$ cat config.mk
export PLATFORM = sky130hd
export DESIGN_NAME = approx_adder_error_sweeper
export DESIGN_NICKNAME = d
export VERILOG_FILES = /design/src/rtl/approx_adder_error_sweeper.sv
export SDC_FILE = /design/constraint.sdc
export NUM_CORES = 1
export LEC_CHECK = 0
export ABC_CLOCK_PERIOD_IN_PS = 3200
export CORE_AREA = 2 2 63 65
export CTS_CLUSTER_DIAMETER = 150
export DETAILED_ROUTE_END_ITERATION = 10
export DIE_AREA = 0 0 65 67
export DONT_BUFFER_PORTS = 1
export HOLD_SLACK_MARGIN = 0.15
export PLACE_DENSITY = 0.69
export SYNTH_ARGS = -nofsm -noshare
export SYNTH_HDL_FRONTEND = slang
export SYNTH_SLANG_ARGS = --single-unit
$ cat constraint.sdc
create_clock -name clk -period 3.2 [get_ports clk]
set_input_delay 0.64 -clock clk [delete_from_list [all_inputs] [get_ports clk]]
set_output_delay 0.64 -clock clk [all_outputs]
set_load 0.02 [all_outputs]
$ cat src/rtl/approx_adder_error_sweeper.sv
// approx_adder_error_sweeper: drives every 2*W-bit operand vector into an
// approximate adder (CUT). For each vector it samples the CUT sum after a
// settle delay, compares it with the exact sum, and accumulates error
// statistics (max |err|, nonzero-error count, first vector over ET, pass).
// Optional feature: define MEAN_ERROR_EN to add the err_sum output, which
// holds the sum of |err| over the whole sweep.
module approx_adder_error_sweeper #(
  parameter int W      = 2,
  parameter int ET     = 1,
  parameter int SETTLE = 1
) (
  input  logic             clk,
  input  logic             rst_n,
  input  logic             start,
  input  logic             abort,
  output logic [2*W-1:0]   cut_in,
  input  logic [W:0]       cut_out,
  output logic             busy,
  output logic             done,
  output logic             pass,
  output logic [W:0]       max_err,
  output logic [2*W:0]     err_count,
  output logic [2*W-1:0]   first_fail,
  output logic             fail_valid
`ifdef MEAN_ERROR_EN
  , output logic [3*W:0]   err_sum
`endif
);

  typedef enum logic [1:0] {
    S_IDLE    = 2'd0,
    S_SETTLE  = 2'd1,
    S_COMPARE = 2'd2,
    S_DONE    = 2'd3
  } state_t;

  localparam int             CNT_W    = (SETTLE > 1) ? $clog2(SETTLE) : 1;
  localparam logic [CNT_W-1:0] CNT_LOAD = CNT_W'(SETTLE - 1);
  localparam logic [W:0]     ET_V     = (W+1)'(ET);
  localparam logic [2*W-1:0] VEC_LAST = '1;

  // Unsigned magnitude of the difference of two (W+1)-bit sums.
  function automatic logic [W:0] abs_diff(input logic [W:0] x, input logic [W:0] y);
    return (x >= y) ? (x - y) : (y - x);
  endfunction

  state_t             state_q, state_d;
  logic [CNT_W-1:0]   cnt_q, cnt_d;
  logic [2*W-1:0]     cut_in_q, cut_in_d;
  logic               busy_q, busy_d;
  logic               done_q, done_d;
  logic               pass_q, pass_d;
  logic [W:0]         max_err_q, max_err_d;
  logic [2*W:0]       err_count_q, err_count_d;
  logic [2*W-1:0]     first_fail_q, first_fail_d;
  logic               fail_valid_q, fail_valid_d;
  logic [W:0]         exact;
  logic [W:0]         err;
`ifdef MEAN_ERROR_EN
  logic [3*W:0]       err_sum_q, err_sum_d;
`endif

  // Exact reference sum and error magnitude for the vector currently applied.
  always_comb begin
    exact = {1'b0, cut_in_q[W-1:0]} + {1'b0, cut_in_q[2*W-1:W]};
    err   = abs_diff(cut_out, exact);
  end

  // Sweep sequencing and statistics update; abort drops to IDLE with pass forced low.
  always_comb begin
    state_d      = state_q;
    cnt_d        = cnt_q;
    cut_in_d     = cut_in_q;
    busy_d       = busy_q;
    done_d       = 1'b0;
    pass_d       = pass_q;
    max_err_d    = max_err_q;
    err_count_d  = err_count_q;
    first_fail_d = first_fail_q;
    fail_valid_d = fail_valid_q;
`ifdef MEAN_ERROR_EN
    err_sum_d    = err_sum_q;
`endif
    case (state_q)
      S_IDLE: begin
        if (start && !abort) begin
          state_d      = S_SETTLE;
          cnt_d        = CNT_LOAD;
          cut_in_d     = '0;
          busy_d       = 1'b1;
          pass_d       = 1'b1;
          max_err_d    = '0;
          err_count_d  = '0;
          first_fail_d = '0;
          fail_valid_d = 1'b0;
`ifdef MEAN_ERROR_EN
          err_sum_d    = '0;
`endif
        end
      end
      S_SETTLE: begin
        if (abort) begin
          state_d = S_IDLE;
          busy_d  = 1'b0;
          pass_d  = 1'b0;
        end else if (cnt_q == '0) begin
          state_d = S_COMPARE;
        end else begin
          cnt_d = cnt_q - 1'b1;
        end
      end
      S_COMPARE: begin
        if (abort) begin
          state_d = S_IDLE;
          busy_d  = 1'b0;
          pass_d  = 1'b0;
        end else begin
          if (err > max_err_q) max_err_d = err;
          if (err != '0) err_count_d = err_count_q + 1'b1;
`ifdef MEAN_ERROR_EN
          err_sum_d = err_sum_q + {{(2*W){1'b0}}, err};
`endif
          if (err > ET_V) begin
            pass_d = 1'b0;
            if (!fail_valid_q) begin
              first_fail_d = cut_in_q;
              fail_valid_d = 1'b1;
            end
          end
          if (cut_in_q == VEC_LAST) begin
            state_d = S_DONE;
          end else begin
            cut_in_d = cut_in_q + 1'b1;
            cnt_d    = CNT_LOAD;
            state_d  = S_SETTLE;
          end
        end
      end
      S_DONE: begin
        state_d = S_IDLE;
        busy_d  = 1'b0;
        if (abort) begin
          pass_d = 1'b0;
        end else begin
          done_d = 1'b1;
        end
      end
      default: begin
        state_d = S_IDLE;
        busy_d  = 1'b0;
      end
    endcase
  end

  // State and result registers; asynchronous reset clears everything.
  always_ff @(posedge clk or negedge rst_n) begin
    if (!rst_n) begin
      state_q      <= S_IDLE;
      cnt_q        <= '0;
      cut_in_q     <= '0;
      busy_q       <= 1'b0;
      done_q       <= 1'b0;
      pass_q       <= 1'b0;
      max_err_q    <= '0;
      err_count_q  <= '0;
      first_fail_q <= '0;
      fail_valid_q <= 1'b0;
`ifdef MEAN_ERROR_EN
      err_sum_q    <= '0;
`endif
    end else begin
      state_q      <= state_d;
      cnt_q        <= cnt_d;
      cut_in_q     <= cut_in_d;
      busy_q       <= busy_d;
      done_q       <= done_d;
      pass_q       <= pass_d;
      max_err_q    <= max_err_d;
      err_count_q  <= err_count_d;
      first_fail_q <= first_fail_d;
      fail_valid_q <= fail_valid_d;
`ifdef MEAN_ERROR_EN
      err_sum_q    <= err_sum_d;
`endif
    end
  end

  assign cut_in     = cut_in_q;
  assign busy       = busy_q;
  assign done       = done_q;
  assign pass       = pass_q;
  assign max_err    = max_err_q;
  assign err_count  = err_count_q;
  assign first_fail = first_fail_q;
  assign fail_valid = fail_valid_q;
`ifdef MEAN_ERROR_EN
  assign err_sum    = err_sum_q;
`endif

endmodule

# Word level (Yosys, flattened, before mapping)
# Cells that the tools add are included.
# Widths: inputs -> output; s select.
[op_classes] n_addsub=6 n_mul=0 div=0 n_lt_le_gt_ge=3 n_eq_ne=16 shift=0 mux=40 bitwise_logic=0 n_reduce_logical=17
[ops] cell="$mux 4" n=6
[ops] cell="$ne 2x2->1 const B" n=8
[ops] cell="$pmux 4 s2" n=2
[ops] cell="$reduce_and 4->1" n=4
[ops] cell="$mux 5" n=3
[ops] cell="$mux 1" n=13
[ops] cell="$mux 3" n=4
[ops] cell="$mux 2" n=5
[ops] cell="$pmux 5 s2" n=1
[ops] cell="$reduce_and 5->1" n=2
[ops] cell="$pmux 1 s3" n=3
[ops] cell="$pmux 2 s4" n=1
[ops] cell="$ne 3x3->1 const B" n=2
[ops] cell="$pmux 3 s2" n=1
[ops] cell="$reduce_bool 3->1" n=2
[ops] cell="$sub 3x3->3" n=2
[ops] cell="$add 5x1->5 const B" n=1
[ops] cell="$add 4x1->4 const B" n=1
[ops] cell="$eq 2x2->1 const B" n=2
[ops] cell="$eq 4x4->1 const B" n=1
[ops] cell="$ne 2x1->1 const B" n=2
[ops] cell="$reduce_and 2->1" n=2
[ops] cell="$reduce_or 2->1" n=2
[ops] cell="$add 2x2->3" n=1
[ops] cell="other kinds (11)" n=11
[totals] reg_bits=23 latch_bits=0 mem_bits_rw=0 romBits=0 input_bits=7 word_cells=92 mem_count=0

# Longest topological paths before layout
[depth] word_depth=7 depth_mapped=13 depth_no_buf=13

# Worst setup path after synthesis
# No wires, ideal clock.
[synth_timing] kind="register -> register" from="register cut_in_q[0] (netlist: cut_in[0])" to="register max_err_q[0] (netlist: max_err[0])" arrival_time_ns=3.125 required_time_ns=3.120 path_slack_ns=-0.005 stages_incl_launch_ff=14 synth_period_minus_slack_ns=3.205 path_cell_list="dfrtp_1 ha_1 fa_1 inv_1 ha_1 a21oi_2 o21a_2 mux2i_1 xnor2_1 ha_1 a21oi_1 o21ai_0 o211ai_1 mux2i_1"
[synth_via] elab_chain_cells=6 elab_cells_between_ends=11 classes_between="add/sub (3); order compare (2); eq/ne (1); mux (4); reduce/logical (1)"
[synth_lines] element="start, declared" line_no="49" text="logic [2*W-1:0] cut_in_q, cut_in_d;"
[synth_lines] element="start signal, assigned" line_no="174" text="cut_in_q <= cut_in_d;"
[synth_lines] element="$add 2x2->3 (*)" line_no="65" text="exact = {1'b0, cut_in_q[W-1:0]} + {1'b0, cut_in_q[2*W-1:W]};"
[synth_lines] element="$sub 3x3->3 or $ge 3x3->1 (tied branches)" line_no="44" text="return (x >= y) ? (x - y) : (y - x);"
[synth_lines] element="$mux 3 (*)" line_no="44"
[synth_lines] element="$gt 3x3->1 or $mux 3 (tied branches)" line_no="118" text="if (err > max_err_q) max_err_d = err;"
[synth_lines] element="$ne 2x2->1 (no line) or $mux 3 (tied branches)"
[synth_lines] element="$reduce_and 4->1 (no line) or $pmux 3 s2 (tied branches)"
[synth_lines] element="end signal, assigned" line_no="178" text="max_err_q <= max_err_d;"
[synth_lines] element="end, declared" line_no="53" text="logic [W:0] max_err_q, max_err_d;"
# Every way passes the cells marked *; elsewhere a longest branch is shown, timed or not. The select of a mux whose other input is x is not followed.
# A chain may end at the register's enable or synchronous reset.

# Worst setup path after layout
[layout_timing] from="register cut_in_q[0] (netlist: cut_in[0])" to="register err_count_q[0] (netlist: err_count[0])"
[layout_via] elab_chain_cells=6 elab_cells_between_ends=8 classes_between="add/sub (3); order compare (1); eq/ne (1); mux (1); reduce/logical (2)"
[layout_lines] element="$add 2x2->3 (*)" line_no="65"
[layout_lines] element="$sub 3x3->3 or $ge 3x3->1 (tied branches)" line_no="44"
[layout_lines] element="$mux 3 (*)" line_no="44"
[layout_lines] element="$reduce_bool 3->1 (*)" line_no="119" text="if (err != '0) err_count_d = err_count_q + 1'b1;"
[layout_lines] element="$ne 2x2->1 (no line) (*)"
[layout_lines] element="$reduce_and 4->1 (no line) (*)"
[layout_lines] element="end signal, assigned" line_no="179" text="err_count_q <= err_count_d;"
[layout_lines] element="end, declared" line_no="54" text="logic [2*W:0] err_count_q, err_count_d;"
# Every way passes the cells marked *; elsewhere a longest branch is shown, timed or not.

==> flow_metrics.env <==
export IMPL_worstHoldPathType="primary input to flop"
export IMPL_worst_pin_slew_ps=1030
export IMPL_cts_tree="yes"
export IMPL_fin_cells=228
export IMPL_antenna_found_initial=0
export IMPL_drt_first_iter_violations=19
export IMPL_crit_arrival_ps=3310
export IMPL_relSlewSlack=0.314
export IMPL_fin_setup_tns_ps=0
export IMPL_required_ps=3350
export IMPL_layout_min_cycle_time_ps=3150
export IMPL_crit_top_cell="ha_4"
export IMPL_gp_congestion=0.801
export IMPL_postSynthAreaPerCell_um2=9.28
export IMPL_io_pins=27
export IMPL_endpoint_kind="flop"
export IMPL_start_util=0.427
export IMPL_synth_fp_nets=191
export IMPL_outcome="finished, final reports clean"
export IMPL_num_rows=22
export IMPL_report_final_setup_viol=0
export IMPL_crit_slowest_cell="fa_1"
export IMPL_critPathBufInv=2
export IMPL_hpwl_um=2630
export IMPL_drtAntennaViolNets=0
export IMPL_yosys_warnings=0
export IMPL_design_area_um2=1850
export IMPL_numCtsBuffers=3
export IMPL_cpLargestDelayFamily="compound AO/OA/AOI/OAI gates"
export IMPL_cts_clk_slew_worst_paths_ps=80
export IMPL_root_buffer="clkbuf_8"
export IMPL_syn_area_um2=1540
export IMPL_wire_per_inst_um=15.8
export IMPL_diodes=0
export IMPL_power_leakage_nw=0.828
export IMPL_drive_above_1_share=0.222
export IMPL_synth_seq_area_share=0.357
export IMPL_peakVddDrop_v=0.000285
export IMPL_design_core_area_um2=3610
export IMPL_insertion_delay_ps=260
export IMPL_syn_to_final_growth_pct=20.1
export IMPL_synth_edf_count=0
export IMPL_cts_htree_levels=1
export IMPL_async_flop_share=1.00
export IMPL_power_mw=1.27
export IMPL_cts_sinks=22
export IMPL_worst_setup_path_type="flop to flop"
export IMPL_grt_pass1_wl_um=5980
export IMPL_clock_skew_ps=1.34
export IMPL_grtUsageTotal=0.177
export IMPL_ys_ff_latch=22
export IMPL_die_area_um2=4360
export IMPL_max_freq_mhz=317
export IMPL_crit_fanout=9
export IMPL_place_area_um2=1650
export IMPL_grt_max_degree=23
export IMPL_final_max_slew_viol_count=0
export IMPL_ys_flop_type="dfrtp_1"
export IMPL_powerDensity_nw_per_um2=685
export IMPL_synth_distinct_cells=35
export IMPL_via_per_inst=5.46
export IMPL_vias=1246
export IMPL_dp_cells=218
export IMPL_dr_pass1_iters=4
export IMPL_cts_buffer_depth=2
export IMPL_hold_viol=0
export IMPL_die_y_um=67
export IMPL_layout_nets=206
export IMPL_fp_dieW_um=65
export IMPL_wirelength_um=3610
export IMPL_io_buffer_count=0
export IMPL_rsz0062_at_grt="yes"
export IMPL_synthCells=166
export IMPL_drv_cap=0
export IMPL_grt_overflow_total=0
export IMPL_min_period_over_period=0.985
export IMPL_startpoint_type="flop"
export IMPL_drc=0
export IMPL_grt_pass1_vias=1329
export IMPL_worst_path_largest_cell_delay_ps=480
export IMPL_worstPathCellList="ha_4 > fa_1 > buf_6 > ha_4 > nand2_4 > o21a_4 > buf_4 > o311ai_2 > a41oi_2 > mux2_2"
[metrics by stage]
step	utilization	worst slack, ps	hold WS (ps)
finish	0.513	47.9	428
global route	0.513	-69.4	416
CTS	0.498	-15.5	423
detailed placement	0.457	-197	345
global placement	0.457	71.3	345
floorplan	-	26.5	344
[cell families (layout without fill, tap and decap cells)]
family	count (synthesis)	count (layout)	synth area share
adders and majority gates	18	18	0.161
muxes	7	7	0.0471
and+or+nand+nor	51	51	0.150
buffers and inverters	30	44	0.0731
xor gates and xnor gates	3	3	0.0171
DFF	22	22	0.357
AOI/OAI and AO/OA	35	35	0.194
[layout by cell type, fill, tap and decap left out, drive strengths merged, types with 2 or more instances in the layout]
cell type,n
inv,26
dfrtp,22
nand2,21
ha,15
buf,13
nor2,10
a21oi,10
nand3,9
o21ai,6
mux2i,5
o221ai,4
clkbuf,4
nor2b,3
nand2b,3
fa,3
o21a,2
o2111ai,2
mux2,2
a31o,2
and3,2
a21o,2
xnor2,2
o311ai,2
[path summary, 6_finish.rpt]
| check | startpoint | endpoint | slack (ps) | depth (start not counted) |
|---|---|---|---|---|
| worst max register to register | cut_in[0] | err_count[0] | 50 | 10 |
| max in group asynchronous | rst_n | cut_in[0] | 1520 | 1 |
| min in group asynchronous | rst_n | err_count[1] | 1000 | 1 |
| worst max-delay path | cut_in[0] | err_count[0] | 50 | 10 |
| worst min-delay path | abort | done | 430 | 1 |
| worst min register to register | state_q[0] | state_q[0] | 590 | 2 |
[routing by layer]
| layer | vias up | global-route usage | share of wire |
|---|---|---|---|
| met1 | 626 | 0.188 | 0.40 |
| met2 | 19 | 0.347 | 0.55 |
| met3 | 6 | 0.0304 | 0.036 |
| li1 | 595 | - | - |
| met4 | 0 | 0.0665 | 0.016 |
| met5 | - | 0 | 0 |
[power breakdown]
group	internal [mW]	leakage [nW]	switching, mW	total [mW]
Clock	0.110	0.0288	0.0931	0.203
Sequential	0.332	0.298	0.103	0.435
Combinational	0.269	0.501	0.360	0.629
[area by class of cell]
type	count	area, µm²
fillers	320	1760
multi-input cells	114	973
flip-flops and latches	22	552
repair buffers	14	111
inverters	26	97.6
well taps	48	60.1
clock buffers	4	55.1
[state kept, by name, summed over array words and instances (netlist names)]
register,cells
done,1
err_count,5
state_q,2
cut_in,4
max_err,3
busy,1
pass,1
first_fail,4
fail_valid,1
[synth_stat cells, drive strengths merged, types with 2 or more instances]
cell type | instances | share of area
nand2b | 3 | 0.012
a21o | 2 | 0.0097
nor2 | 10 | 0.024
o21a | 2 | 0.015
a31o | 2 | 0.011
a21oi | 10 | 0.037
fa | 3 | 0.039
and3 | 2 | 0.0081
clkbuf | 4 | 0.0097
o311ai | 2 | 0.021
dfrtp | 22 | 0.36
xnor2 | 2 | 0.011
o2111ai | 2 | 0.011
ha | 15 | 0.12
nand2 | 21 | 0.053
o221ai | 4 | 0.023
inv | 26 | 0.063
mux2 | 2 | 0.015
nor2b | 3 | 0.012
nand3 | 9 | 0.029
mux2i | 5 | 0.032
o21ai | 6 | 0.019
[repair_timing]
item	4_1_cts	5_1_grt
setup buffers	5	0
resized for setup	10	7
endpoints found under the setup margin	3	13
hold buffers	1	0
hold endpoints to repair	22	0
pin swaps	8	7
gates cloned	0	0
Power figures use the tool's default switching activity.
